**config.mk**
```make
export PLATFORM = sky130hd
export DESIGN_NAME = vram_scheduler
export DESIGN_NICKNAME = d
export VERILOG_FILES = /design/src/rtl/vram_pkg.sv /design/src/rtl/vram_fetch_ctr.sv /design/src/rtl/vram_scheduler.sv
export SDC_FILE = /design/constraint.sdc
export NUM_CORES = 1
export LEC_CHECK = 0
export ABC_AREA = 1
export CAP_MARGIN = 5
export CORE_MARGIN = 3
export CORE_UTILIZATION = 34
export CTS_BUF_LIST = sky130_fd_sc_hd__clkbuf_8 sky130_fd_sc_hd__clkbuf_16
export CTS_CLUSTER_DIAMETER = 50
export DETAILED_ROUTE_END_ITERATION = 8
export GPL_TIMING_DRIVEN = 0
export HOLD_SLACK_MARGIN = 0.05
export SYNTH_ARGS = -nofsm -noshare
export SYNTH_HDL_FRONTEND = slang
export SYNTH_SLANG_ARGS = --single-unit
```
**constraint.sdc**
```tcl
create_clock -name clk -period 5.3 [get_ports clk]
set_input_delay 1.06 -clock clk [delete_from_list [all_inputs] [get_ports clk]]
set_output_delay 1.06 -clock clk [all_outputs]
set_load 0.01 [all_outputs]
```
**src/rtl/vram_pkg.sv**
```systemverilog
// Shared state encoding, default geometry and line start-address rule for the VRAM scheduler.
package vram_pkg;

  localparam int DEF_ADDR_W     = 16;
  localparam int DEF_DATA_W     = 16;
  localparam int DEF_LINE_WORDS = 40;
  localparam int DEF_LB_AW      = 6;
  localparam int Y_W            = 10;

  typedef enum logic [2:0] {
    IDLE     = 3'd0,
    CPU_ADDR = 3'd1,
    CPU_DATA = 3'd2,
    FETCH    = 3'd3,
    DRAIN    = 3'd4
  } sched_state_e;

  // First word of a display line; the caller truncates to its address width so the sum wraps.
  function automatic logic [31:0] line_start_addr(input logic [31:0]    base,
                                                  input logic [Y_W-1:0] y,
                                                  input logic [31:0]    words);
    return base + (32'(y) * words);
  endfunction

endpackage

```
**src/rtl/vram_fetch_ctr.sv**
```systemverilog
// Line-fetch word counter: start address, next read address, delayed line-buffer index, last-word flag.
module vram_fetch_ctr
  import vram_pkg::*;
#(
  parameter int ADDR_W     = DEF_ADDR_W,
  parameter int LINE_WORDS = DEF_LINE_WORDS,
  parameter int LB_AW      = DEF_LB_AW
) (
  input  logic              clk,
  input  logic              rst,
  input  logic              load_i,
  input  logic              adv_i,
  input  logic              issue_i,
  input  logic [ADDR_W-1:0] fb_base_i,
  input  logic [Y_W-1:0]    y_i,
  output logic [ADDR_W-1:0] start_addr_o,
  output logic [ADDR_W-1:0] next_addr_o,
  output logic [LB_AW-1:0]  lb_idx_o,
  output logic              last_o
);

  logic [LB_AW-1:0]  idx_q;
  logic [LB_AW-1:0]  lb_idx_q;
  logic [ADDR_W-1:0] base_q;

  assign start_addr_o = ADDR_W'(line_start_addr(32'(fb_base_i), y_i, 32'(LINE_WORDS)));
  assign next_addr_o  = base_q + ADDR_W'(idx_q) + ADDR_W'(1);
  assign last_o       = (idx_q == LB_AW'(LINE_WORDS - 1));
  assign lb_idx_o     = lb_idx_q;

  always_ff @(posedge clk) begin
    if (!rst) begin
      idx_q    <= {LB_AW{1'b0}};
      lb_idx_q <= {LB_AW{1'b0}};
      base_q   <= {ADDR_W{1'b0}};
    end else begin
      if (load_i) begin
        base_q <= start_addr_o;
        idx_q  <= {LB_AW{1'b0}};
      end else if (adv_i) begin
        idx_q <= idx_q + LB_AW'(1);
      end
      // Read data lands one cycle after its address, so the buffer index trails by one.
      if (issue_i) begin
        lb_idx_q <= idx_q;
      end
    end
  end

endmodule

```
**src/rtl/vram_scheduler.sv**
```systemverilog
// Single-port VRAM arbiter: display line fetch has priority, CPU accesses fill the gaps.
// Optional build macro VRAM_SCHED_OVERRUN_EN enables the sticky overrun flag.
module vram_scheduler
  import vram_pkg::*;
#(
  parameter int ADDR_W     = DEF_ADDR_W,
  parameter int DATA_W     = DEF_DATA_W,
  parameter int LINE_WORDS = DEF_LINE_WORDS,
  parameter int LB_AW      = DEF_LB_AW
) (
  input  logic              clk,
  input  logic              rst,
  input  logic              line_start_i,
  input  logic              vlookahead_i,
  input  logic [Y_W-1:0]    y_i,
  input  logic              front_i,
  input  logic [ADDR_W-1:0] fb_base_i,
  output logic [ADDR_W-1:0] mem_addr_o,
  output logic              mem_we_o,
  output logic [DATA_W-1:0] mem_wdata_o,
  input  logic [DATA_W-1:0] mem_rdata_i,
  output logic              lb_we_o,
  output logic [LB_AW-1:0]  lb_addr_o,
  output logic              lb_sel_o,
  output logic [DATA_W-1:0] lb_wdata_o,
  input  logic              cpu_req_i,
  input  logic              cpu_we_i,
  input  logic [ADDR_W-1:0] cpu_addr_i,
  input  logic [DATA_W-1:0] cpu_wdata_i,
  output logic              cpu_ack_o,
  output logic [DATA_W-1:0] cpu_rdata_o,
  output logic              overrun_o
);

  sched_state_e      state_q;
  logic              ls_prev_q;
  logic              pending_q;
  logic [Y_W-1:0]    cap_y_q;
  logic              cap_sel_q;
  logic              act_sel_q;
  logic [ADDR_W-1:0] mem_addr_q;
  logic              mem_we_q;
  logic [DATA_W-1:0] mem_wdata_q;
  logic              lb_we_q;
  logic              lb_sel_q;
  logic              cpu_ack_q;
  logic [DATA_W-1:0] cpu_rdata_q;

  logic              new_req_s;
  logic              go_s;
  logic [Y_W-1:0]    fetch_y_s;
  logic              fetch_sel_s;
  logic [ADDR_W-1:0] start_addr_s;
  logic [ADDR_W-1:0] next_addr_s;
  logic [LB_AW-1:0]  lb_idx_s;
  logic              last_s;

  assign new_req_s = line_start_i & ~ls_prev_q & vlookahead_i;
  // An edge seen in IDLE with nothing queued starts straight from the live inputs.
  assign go_s        = (state_q == IDLE) && (pending_q || new_req_s);
  assign fetch_y_s   = pending_q ? cap_y_q   : y_i;
  assign fetch_sel_s = pending_q ? cap_sel_q : front_i;

  vram_fetch_ctr #(
    .ADDR_W    (ADDR_W),
    .LINE_WORDS(LINE_WORDS),
    .LB_AW     (LB_AW)
  ) u_fetch_ctr (
    .clk         (clk),
    .rst         (rst),
    .load_i      (go_s),
    .adv_i       ((state_q == FETCH) && !last_s),
    .issue_i     (state_q == FETCH),
    .fb_base_i   (fb_base_i),
    .y_i         (fetch_y_s),
    .start_addr_o(start_addr_s),
    .next_addr_o (next_addr_s),
    .lb_idx_o    (lb_idx_s),
    .last_o      (last_s)
  );

  always_ff @(posedge clk) begin
    if (!rst) begin
      state_q     <= IDLE;
      ls_prev_q   <= 1'b0;
      pending_q   <= 1'b0;
      cap_y_q     <= {Y_W{1'b0}};
      cap_sel_q   <= 1'b0;
      act_sel_q   <= 1'b0;
      mem_addr_q  <= {ADDR_W{1'b0}};
      mem_we_q    <= 1'b0;
      mem_wdata_q <= {DATA_W{1'b0}};
      lb_we_q     <= 1'b0;
      lb_sel_q    <= 1'b0;
      cpu_ack_q   <= 1'b0;
      cpu_rdata_q <= {DATA_W{1'b0}};
    end else begin
      ls_prev_q <= line_start_i;
      cpu_ack_q <= 1'b0;
      lb_we_q   <= 1'b0;

      if (new_req_s) begin
        cap_y_q   <= y_i;
        cap_sel_q <= front_i;
      end
      // A new edge re-arms pending unless IDLE consumes it directly this cycle.
      if (new_req_s && !(go_s && !pending_q)) begin
        pending_q <= 1'b1;
      end else if (go_s) begin
        pending_q <= 1'b0;
      end

      case (state_q)
        IDLE: begin
          if (go_s) begin
            state_q    <= FETCH;
            mem_addr_q <= start_addr_s;
            mem_we_q   <= 1'b0;
            act_sel_q  <= fetch_sel_s;
          end else if (cpu_req_i && !cpu_ack_q) begin
            state_q     <= CPU_ADDR;
            mem_addr_q  <= cpu_addr_i;
            mem_we_q    <= cpu_we_i;
            mem_wdata_q <= cpu_wdata_i;
          end
        end
        CPU_ADDR: begin
          state_q  <= CPU_DATA;
          mem_we_q <= 1'b0;
        end
        CPU_DATA: begin
          cpu_rdata_q <= mem_rdata_i;
          cpu_ack_q   <= 1'b1;
          state_q     <= IDLE;
        end
        FETCH: begin
          lb_we_q  <= 1'b1;
          lb_sel_q <= act_sel_q;
          if (last_s) begin
            state_q <= DRAIN;
          end else begin
            mem_addr_q <= next_addr_s;
          end
        end
        DRAIN: begin
          state_q <= IDLE;
        end
        default: begin
          state_q  <= IDLE;
          mem_we_q <= 1'b0;
        end
      endcase
    end
  end

`ifdef VRAM_SCHED_OVERRUN_EN
  logic overrun_q;
  logic busy_s;

  assign busy_s = (state_q == FETCH) || (state_q == DRAIN);

  // Sticky: a new line arrived while the previous one was still queued or being fetched.
  always_ff @(posedge clk) begin
    if (!rst) begin
      overrun_q <= 1'b0;
    end else if (new_req_s && (pending_q || busy_s)) begin
      overrun_q <= 1'b1;
    end
  end

  assign overrun_o = overrun_q;
`else
  assign overrun_o = 1'b0;
`endif

  assign mem_addr_o  = mem_addr_q;
  assign mem_we_o    = mem_we_q;
  assign mem_wdata_o = mem_wdata_q;
  assign lb_we_o     = lb_we_q;
  assign lb_addr_o   = lb_idx_s;
  assign lb_sel_o    = lb_sel_q;
  assign lb_wdata_o  = lb_we_q ? mem_rdata_i : {DATA_W{1'b0}};
  assign cpu_ack_o   = cpu_ack_q;
  assign cpu_rdata_o = cpu_rdata_q;

endmodule
```
Yosys cells after proc, flatten, opt, wreduce, memory -nomap -nowiden
Cells that the tools add are included.
{"block": "word_totals", "wordCells": 73, "regBits": 97, "out_inout_bits": 75}
{"block": "op_classes", "n_reduce_logical": 20, "add_sub_neg": 4, "eq_ne": 8, "mux": 18, "mul": 1, "bitwise": 6}
{"cell": "$mux W16", "n": 4}
{"cell": "$pmux W16 S2", "n": 1}
{"cell": "$add A16 B1 Y16 const B", "n": 1}
{"cell": "$add A16 B16 Y16", "n": 1}
{"cell": "$add A16 B6 Y16", "n": 1}
{"cell": "$mul A10 B3 Y13 const B", "n": 1}
{"cell": "$mux W10", "n": 1}
{"cell": "$mux W3", "n": 3}
{"cell": "$pmux W3 S3", "n": 1}
{"cell": "$mux W1", "n": 7}
{"cell": "$add A6 B1 Y6 const B", "n": 1}
{"cell": "$eq A3 B2 Y1 const B", "n": 2}
{"cell": "$eq A6 B6 Y1 const B", "n": 1}
{"cell": "$reduce_and A2 Y1", "n": 3}
{"cell": "$reduce_and A3 Y1", "n": 2}
{"cell": "$logic_and A1 B1 Y1", "n": 5}
{"cell": "$logic_not A1 Y1", "n": 4}
{"cell": "$ne A2 B2 Y1 const B", "n": 2}
{"cell": "$not A1 Y1", "n": 4}
{"cell": "$reduce_bool A2 Y1", "n": 2}
{"cell": "$eq A3 B1 Y1 const B", "n": 1}
{"cell": "$eq A3 B3 Y1 const B", "n": 1}
{"cell": "$logic_not A3 Y1", "n": 1}
{"cell": "$ne A3 B2 Y1 const B", "n": 1}
{"cell": "other kinds (5)", "n": 6}

Depth between registers and ports, before layout
Gate-level depths: netlist of the first run.
{"block": "depth", "depth_word": 9, "depth_mapped": 29, "ltp_nobuf": 28}

Modules after synthesis
A second synthesis of the first run with hierarchy kept.
{"block": "hier_totals", "hier_cells": 940, "hier_area_um2": 6129.6}
{"mod": "vram_scheduler", "cells_per_inst": 552, "area_each_um2": 3455.8, "seq_area_each_um2": 1381.3, "n_inst": 1}
{"mod": "vram_fetch_ctr", "cells_per_inst": 388, "area_each_um2": 2673.8, "seq_area_each_um2": 560.5, "n_inst": 1}

Least setup slack after synthesis of the first run
No wires, ideal clock.
{"block": "synth_path", "path_type": "input -> register", "from": "input port y_i[1]", "to": "register mem_addr_q[15] (netlist: mem_addr_o[15])", "stages": 26, "t_required_ns": 5.191, "arrival_time_ns": 4.183, "path_slack_ns": 1.008, "path_buffers": 0, "setup_ns": 0.109, "cell_sequence": "o21ai_0 inv_1 ha_1 ha_1 inv_1 fa_1 o21ai_0 a21oi_1 o21bai_1 nand2_1 nand2_1 a21oi_1 xnor2_1 ha_1 inv_1 o21bai_1 nor2_1 nand2_1 nor2_1 nand3_1 nand3_1 nand2_1 nand2_1 nand3_1 nand2_1 inv_1"}
{"block": "synth_between", "elab_chain_len": 5}
{"element": "from (decl)", "line_no": "vram_scheduler.sv:15", "source": "input logic [Y_W-1:0] y_i,"}
{"element": "$mux W10", "line_no": "vram_scheduler.sv:61", "source": "assign fetch_y_s = pending_q ? cap_y_q : y_i;"}
{"element": "$mul A10 B3 Y13", "line_no": "vram_pkg.sv:22", "source": "return base + (32'(y) * words);"}
{"element": "$add A16 B16 Y16", "line_no": "vram_pkg.sv:22"}
{"element": "$mux W16", "line_no": "vram_scheduler.sv:115", "source": "if (go_s) begin"}
{"element": "$pmux W16 S2", "line_no": "vram_scheduler.sv:113", "source": "case (state_q)"}
{"element": "to (signal assigned)", "line_no": "vram_scheduler.sv:117", "source": "mem_addr_q <= start_addr_s;"}
{"element": "to (signal assigned)", "line_no": "vram_scheduler.sv:122", "source": "mem_addr_q <= cpu_addr_i;"}
{"element": "to (signal assigned)", "line_no": "vram_scheduler.sv:142", "source": "mem_addr_q <= next_addr_s;"}
{"element": "to (decl)", "line_no": "vram_scheduler.sv:41", "source": "logic [ADDR_W-1:0] mem_addr_q;"}
Every way passes these cells.
A chain may end at the register's enable or synchronous reset.

Worst setup path after layout of the first run
Ends and elaborated chain as after synthesis.

==> results of run 1 <==
==> cell families (layout without fill, tap and decap cells) <==
logic type                 count (synthesis)  after routing
xor gates and xnor gates                  17             17
DFF                                       97             97
and+or+nand+nor                          342            342
adders and majority gates                 39             39
AOI/OAI and AO/OA                        178            178
buffers and inverters                    159            329
other                                      1              1
==> metal layers <==
layer | vias up | part of all wire | global-route usage
li1 | 2996 | - | -
met1 | 2588 | 0.47 | 0.256
met2 | 148 | 0.47 | 0.298
met3 | 10 | 0.056 | 0.0451
met4 | 0 | 0.0096 | 0.0385
met5 | - | 0 | 0
==> worst max-delay path by stage <==
stage	startpoint	to	slack (ps)
after CTS	y_i[1]	mem_addr_o[15]$_SDFFE_PN0P_	410
final	y_i[1]	mem_addr_o[15]$_SDFFE_PN0P_	510
after global placement	y_i[1]	mem_addr_o[15]$_SDFFE_PN0P_	60
after global routing	y_i[1]	mem_addr_o[15]$_SDFFE_PN0P_	100
after floorplan	y_i[1]	mem_addr_o[15]$_SDFFE_PN0P_	1010
after detailed placement	y_i[1]	mem_addr_o[15]$_SDFFE_PN0P_	20
==> Yosys cell counts (6+ instances only) <==
| master | instances | area (µm²) |
|---|---|---|
| nor2_1 | 93 | 349 |
| xnor2_1 | 7 | 61.3 |
| o22ai_1 | 9 | 56.3 |
| o21ai_1 | 7 | 35.0 |
| xor2_1 | 10 | 87.6 |
| nand3_1 | 43 | 215 |
| a21oi_1 | 59 | 295 |
| nand4_1 | 6 | 37.5 |
| inv_1 | 121 | 454 |
| a31oi_1 | 10 | 62.6 |
| dfxtp_1 | 97 | 1940 |
| clkbuf_1 | 16 | 60.1 |
| nor3_1 | 6 | 30.0 |
| nand2_1 | 181 | 679 |
| o21ai_0 | 78 | 390 |
| buf_2 | 7 | 35.0 |
| ha_1 | 36 | 450 |
==> what timing repair did <==
item | CTS | global route
setup endpoints to repair | 0 | 1
resized for setup | 0 | 1
setup buffers | 0 | 0
==> state kept, by name (all words and copies together) (netlist names), 3 cells and up <==
signal / count
u_fetch_ctr.lb_idx_o: 6
u_fetch_ctr.base_q: 16
u_fetch_ctr.idx_q: 6
state_q: 3
cpu_rdata_o: 16
cap_y_q: 10
mem_addr_o: 16
mem_wdata_o: 16
==> power by group <==
group          switching, µW  total, µW  internal (µW)
Combinational            637       1150            508
Sequential              71.8        931            859
Clock                    290        752            462
Total                    999       2830           1830
==> metrics by stage <==
step / std cells / setup slack (ps) / hold slack, ps / util
global route: 1219 / 96.1 / 461 / 0.486
CTS: 1219 / 405 / 449 / 0.486
detailed placement: 1203 / 22.2 / 438 / 0.464
global placement: 1203 / 63.1 / 432 / 0.464
finish: 1219 / 508 / 446 / 0.486
floorplan: 833 / 1010 / 435 / -
==> worst min-delay path, stage by stage (launching register included) <==
cell and delay (ps):
dfxtp_1 310, inv_1 50, a21oi_1 50
==> layout make-up <==
type                       instances  share of cell area
tap                              216              0.0347
buffer                            32              0.0218
multi-input combinational        577               0.392
sequential                        97               0.249
inverter                         127              0.0615
clock buffer                       9              0.0289
timing repair buffer             154               0.198
clock inverter                     7              0.0149
==> flow_summary.rst, run 1 <==
.. list-table::
   :header-rows: 1

   * - Metric
     - Value
   * - Instance area at placement
     - 7460 µm²
   * - Number of inserted filler cells in the final layout
     - 1,663
   * - Fin. Hold Viols
     - 0
   * - Final antenna-violating net count
     - 0
   * - Footprint of the multi-input gates
     - 3050 µm²
   * - Most common cell after layout, fill and taps aside
     - nand2_1
   * - Final period util
     - 0.904
   * - Final setup violation count
     - 0
   * - Worst min-delay path startpoint
     - mem_wdata_o[6]$_SDFFE_PN0P_
   * - Transition time at the pin with the least slew margin
     - 590 ps
   * - Flip-flop cell with the highest count after synthesis
     - dfxtp_1
   * - Reg2Reg Capture Point
     - mem_addr_o[15]$_SDFFE_PN0P_
   * - Depth of the worst register-to-register path
     - 29
   * - Worst setup slack for register-to-register paths
     - about 750 ps
   * - Hold depth
     - 2
   * - Clock latency reported for the late side of the worst-skew pair
     - around 350 ps
   * - Sort of element at the end of the critical path
     - register
   * - Wire length of the first global-routing pass
     - 27,000 µm
   * - Share of flip-flops with an asynchronous set or reset after synthesis
     - 0
   * - EDFF count, synth
     - 0
   * - Area used by sequential logic in the layout
     - 1940 µm²
   * - Required time of the critical path
     - 5550 ps
   * - Layout Cell Area excl Fill
     - about 8000 µm²
   * - Fraction of final layout cells sized beyond drive strength 1
     - 0.0469
   * - Headroom to the max-slew limit
     - 0.607
   * - Type of the worst setup path
     - in2reg
   * - Status
     - finished, final reports clean
   * - Area of the mapped netlist
     - about 5600 µm²
   * - Leftover overflow at the end of global routing
     - 0
   * - # port buffers
     - 154
   * - Die X
     - 135 µm
   * - Number of H-tree levels
     - 3
   * - Total clock buffers created by CTS
     - 9
   * - Yosys warnings
     - 0
   * - Largest net degree at the start of global routing
     - 17
   * - Via count of the first global-routing pass
     - around 5,300
   * - Overall power consumption
     - 2830 µW
   * - Worst Hold Endpoint
     - mem_wdata_o[6]$_SDFFE_PN0P_
   * - Logic depth of the worst path, buffers included
     - 27
   * - Number of ports placed on the die boundary
     - 156
   * - Dominant delay contributor by cell family on the critical path
     - adder cells
   * - Fraction of the yosys area taken by sequential cells
     - 0.344
   * - Fin nets
     - 1,118
   * - GRT Resource Usage Total
     - 0.186
   * - Clock sink count
     - a little under 100
   * - Startpoint type of the worst setup path
     - input port
   * - Post-synth net total
     - ~950
   * - Clock Tree Root
     - clkbuf_16
   * - Post-synthesis to final-layout area growth
     - 38.2%
   * - Drt wl/cell
     - between 10 and 15 µm
   * - Setup clock skew after layout
     - 10.5 ps
   * - Reg-to-reg startpoint
     - pending_q$_SDFFE_PN0P_
   * - Pins over their slew limit
     - 0
   * - Post-DP HPWL
     - 13,300 µm
   * - Largest incremental delay on the critical path
     - 460 ps
   * - Synth Area in XOR/XNOR
     - 0.0264
   * - Count of distinct cell types in the synthesized netlist
     - 42
   * - Worst path bufs/invs
     - 5
   * - Vias
     - 5,742
   * - Wire length reported by the detailed router
     - about 17,000 µm
   * - Final worst path period need
     - between 4000 and 5000 ps
   * - Total negative slack for setup checks
     - 0 ps
   * - Number of remaining DRC errors
     - 0
   * - Syn avg cell area
     - 6.78 µm²
   * - Simple-gate share of the synthesized area
     - 0.254
   * - Number of antenna violations at the first check in global routing
     - 0
   * - Iteration-0 DRC count of the detailed router
     - around 290
   * - Crit path arrival time
     - between 5000 and 6000 ps
   * - Die footprint
     - 18,200 µm²
   * - Timing-limited maximum frequency
     - 209 MHz
   * - Die extent in y
     - 135 µm
   * - Combinational family with the most area after synthesis
     - simple AND/OR/NAND/NOR gates
   * - Effective utilization at floorplan
     - 0.351
   * - Number of iterations in the first detailed-routing pass
     - 5
   * - Post-synthesis cell count
     - about 830
   * - Register bit count reported by yosys
     - 97
   * - Std-Cell Core Area
     - about 16,000 µm²
   * - Max IR drop VDD
     - 198 µV
   * - Highest net fanout along the worst path
     - 3
   * - Type of the most critical hold path
     - reg2reg
   * - Bufs on Longest Clock Path
     - 2
   * - Count of antenna diodes in the layout
     - 0
   * - Row count
     - 46
   * - TritonCTS clock tree
     - yes
   * - Most frequent cells in the layout
     - nand2_1, clkdlybuf4s50_1, inv_1
   * - Cell leakage power
     - 0.00361 µW
   * - Setup repair after global routing missed its margin
     - false
   * - Number of maximum-capacitance violations
     - 0
   * - Clock transition at the register clock pins on the worst setup and hold paths after CTS
     - 70 ps
   * - Via density per instance
     - 4.71
   * - Mux cell area share after synthesis
     - 0
   * - CP max stage cell
     - clkdlybuf4s50_1
   * - Most numerous cell on the critical path
     - nand2_1
   * - Hold-fix buffers at CTS
     - 0
   * - Adder and majority cell fraction of the synthesized area
     - 0.0904
   * - Power Dens Cells
     - 363 nW/µm²
   * - Compound-cell area share of the yosys netlist
     - 0.169
   * - Routability congestion estimate
     - approximately 0.87
Note: power is estimated with default switching activity, not from simulation.
==> run 2, diff against run 1 <==
--- a/config.mk
+++ b/config.mk
@@ -7,10 +7,10 @@
 export LEC_CHECK = 0
 export ABC_AREA = 1
 export CAP_MARGIN = 5
-export CORE_MARGIN = 3
 export CORE_UTILIZATION = 34
 export CTS_BUF_LIST = sky130_fd_sc_hd__clkbuf_8 sky130_fd_sc_hd__clkbuf_16
 export CTS_CLUSTER_DIAMETER = 50
+export CTS_CLUSTER_SIZE = 25
 export DETAILED_ROUTE_END_ITERATION = 8
 export GPL_TIMING_DRIVEN = 0
 export HOLD_SLACK_MARGIN = 0.05
==> flow_summary.rst, run 2 (synthesis gave the netlist of run 1 again) <==
.. list-table::
   :header-rows: 1

   * - Metric
     - Value
   * - Status
     - finished, final reports clean
   * - Crit path arrival time
     - 5140 ps (+100 ps)
   * - Reg-to-reg startpoint
     - pending_q$_SDFFE_PN0P_
   * - Final setup violation count
     - 0 (unchanged)
   * - Worst hold margin
     - 446 ps (+0.451 ps)
   * - Type of the worst setup path
     - in2reg
   * - Worst setup slack for register-to-register paths
     - 710 ps (-40 ps)
   * - Clock transition at the register clock pins on the worst setup and hold paths after CTS
     - 60 ps (about the same)
   * - Reg2Reg Capture Point
     - mem_addr_o[15]$_SDFFE_PN0P_
   * - Startpoint type of the worst setup path
     - input port
   * - Most frequent cells in the layout
     - nand2_1, clkdlybuf4s50_1, inv_1
   * - Via count of the first global-routing pass
     - 5,285 (+0.23%)
   * - Fin nets
     - 1,118 (unchanged)
   * - Power Dens Cells
     - 352 nW/µm² (-2.9%)
   * - Number of ports placed on the die boundary
     - 156 (unchanged)
   * - Max IR drop VDD
     - 221 µV (+11%)
   * - Worst setup path start
     - y_i[1]
   * - Largest net degree at the start of global routing
     - 16 (-1)
   * - Most numerous cell on the critical path
     - nand2_1
   * - # port buffers
     - 154 (unchanged)
   * - Clock latency reported for the late side of the worst-skew pair
     - 360 ps (about the same)
   * - TritonCTS clock tree
     - yes
   * - Number of resized instances in the post-cts repair step
     - 0 (unchanged)
   * - Number of H-tree levels
     - 3 (unchanged)
   * - GRT Resource Usage Total
     - 0.202 (+0.0156)
   * - Post-synthesis to final-layout area growth
     - 37.2%
   * - Fraction of final layout cells sized beyond drive strength 1
     - 0.0459 (-0.000951)
   * - Std-Cell Core Area
     - 16,100 µm² (unchanged)
   * - Setup repair after global routing missed its margin
     - false
   * - Drt wl/cell
     - 13.7 µm (-1.8%)
   * - Fin. Hold Viols
     - 0 (unchanged)
   * - Total clock buffers created by CTS
     - 9 (unchanged)
   * - Sort of element at the end of the critical path
     - register
   * - Number of maximum-capacitance violations
     - 0 (unchanged)
   * - Wire length reported by the detailed router
     - 16,700 µm (-1.9%)
   * - Die footprint
     - 17,100 µm² (-5.8%)
   * - Cell leakage power
     - 0.00358 µW (-0.80%)
   * - Hold-fix buffers at CTS
     - 0 (unchanged)
   * - Pins over their slew limit
     - 0 (unchanged)
   * - Highest net fanout along the worst path
     - 3 (unchanged)
   * - Final antenna-violating net count
     - 0 (unchanged)
   * - Largest incremental delay on the critical path
     - 450 ps (about the same)
   * - Logic depth of the worst path, buffers included
     - 27 (unchanged)
   * - Clock Tree Root
     - clkbuf_16
   * - Placed insts
     - 1,203 (unchanged)
   * - Worst path bufs/invs
     - 5 (unchanged)
   * - Row count
     - 46 (unchanged)
   * - Number of remaining DRC errors
     - 0 (unchanged)
   * - Transition time at the pin with the least slew margin
     - 604 ps (+14.2 ps)
   * - CP max stage cell
     - clkdlybuf4s50_1
   * - Routability congestion estimate
     - 0.894 (+2.9%)
   * - Final worst path period need
     - 4890 ps (+95.8 ps)
   * - Effective utilization at floorplan
     - 0.351 (unchanged)
   * - Total negative slack for setup checks
     - 0 ps (unchanged)
   * - Required time of the critical path
     - 5560 ps (about the same)
   * - Leftover overflow at the end of global routing
     - 0 (unchanged)
   * - Clock sink count
     - 97 (unchanged)
   * - Number of iterations in the first detailed-routing pass
     - 5 (unchanged)
   * - Die X
     - 131 µm (-3.0%)
   * - Final period util
     - 0.922 (+0.0181)
   * - Type of the most critical hold path
     - reg2reg
   * - Die extent in y
     - 131 µm (-3.0%)
   * - Iteration-0 DRC count of the detailed router
     - 329 (+14%)
   * - Count of antenna diodes in the layout
     - 0 (unchanged)
   * - Number of antenna violations at the first check in global routing
     - 0 (unchanged)
   * - Vias
     - 5,697 (-0.78%)
   * - Via density per instance
     - 4.68 (-0.70%)
   * - Bufs on Longest Clock Path
     - 2 (unchanged)
   * - Setup clock skew after layout
     - 6.47 ps (-4.05 ps)
   * - Wire length of the first global-routing pass
     - 26,400 µm (-2.2%)
   * - Most common cell after layout, fill and taps aside
     - nand2_1
   * - Post-DP HPWL
     - 12,900 µm (-2.8%)
   * - Dominant delay contributor by cell family on the critical path
     - adder cells
   * - Last element of the critical path
     - mem_addr_o[15]$_SDFFE_PN0P_
   * - Depth of the worst register-to-register path
     - 29 (unchanged)
   * - Timing-limited maximum frequency
     - 205 MHz (-2.0%)
   * - Headroom to the max-slew limit
     - 0.597 (-0.00947)
   * - Setup Fix Bufs, Post-CTS
     - 0 (unchanged)
   * - Post-Layout Cell Count
     - 1,218 (-0.082%)
-- run 2: tightest hold or removal path, cell delays in order (launching register included) --
cell,delay (ps)
dfxtp_1,310
inv_1,50
a21oi_1,50
-- run 2: power breakdown --
group | leakage, µW | internal, µW | switching, µW | total, µW
registers | 0.000795 | 859 | 73.3 | 933
clock network | 0.000143 | 362 | 289 | 651
logic | 0.00265 | 509 | 635 | 1140
-- run 2: final cells by class --
cell class | count | area, µm²
multi-input combinational | 577 | 3050
timing repair buffer | 154 | 1540
buffer | 32 | 170
inverter | 127 | 479
fill | 1684 | 8320
tap | 216 | 270
sequential | 97 | 1940
clock buffer | 9 | 225
clock inverter | 6 | 60.1
-- run 2: through the flow --
step | total power (µW) | utilization | area [µm²] | setup slack (ps)
2_1_floorplan | 1630 | - | 5640 | 1010
3_3_place_gp | 2080 | 0.464 | 7460 | 24.6
3_5_place_dp | 2090 | 0.464 | 7460 | 14.0
4_1_cts | 2750 | 0.482 | 7740 | 389
5_1_grt | 2930 | 0.482 | 7740 | 2.09
6_report | 2730 | 0.482 | 7740 | 412
-- run 2: worst min-delay path by stage --
stage	startpoint	endpoint	slack [ps]	depth (start not counted)
floorplan	u_fetch_ctr.base_q[4]$_SDFFE_PN0P_	u_fetch_ctr.base_q[4]$_SDFFE_PN0P_	430	2
global placement	mem_wdata_o[1]$_SDFFE_PN0P_	mem_wdata_o[1]$_SDFFE_PN0P_	430	2
detailed placement	mem_wdata_o[1]$_SDFFE_PN0P_	mem_wdata_o[1]$_SDFFE_PN0P_	440	2
CTS	mem_wdata_o[1]$_SDFFE_PN0P_	mem_wdata_o[1]$_SDFFE_PN0P_	450	2
global route	mem_wdata_o[15]$_SDFFE_PN0P_	mem_wdata_o[15]$_SDFFE_PN0P_	470	2
finish	mem_wdata_o[1]$_SDFFE_PN0P_	mem_wdata_o[1]$_SDFFE_PN0P_	450	2
-- run 2: routing by layer --
| layer | track usage | up-vias | wire length, µm |
|---|---|---|---|
| li1 | - | 2997 | - |
| met1 | 0.269 | 2551 | 7980 |
| met2 | 0.330 | 135 | 7730 |
| met3 | 0.0411 | 14 | 835 |
| met4 | 0.0548 | 0 | 170 |
| met5 | 0 | - | 0 |
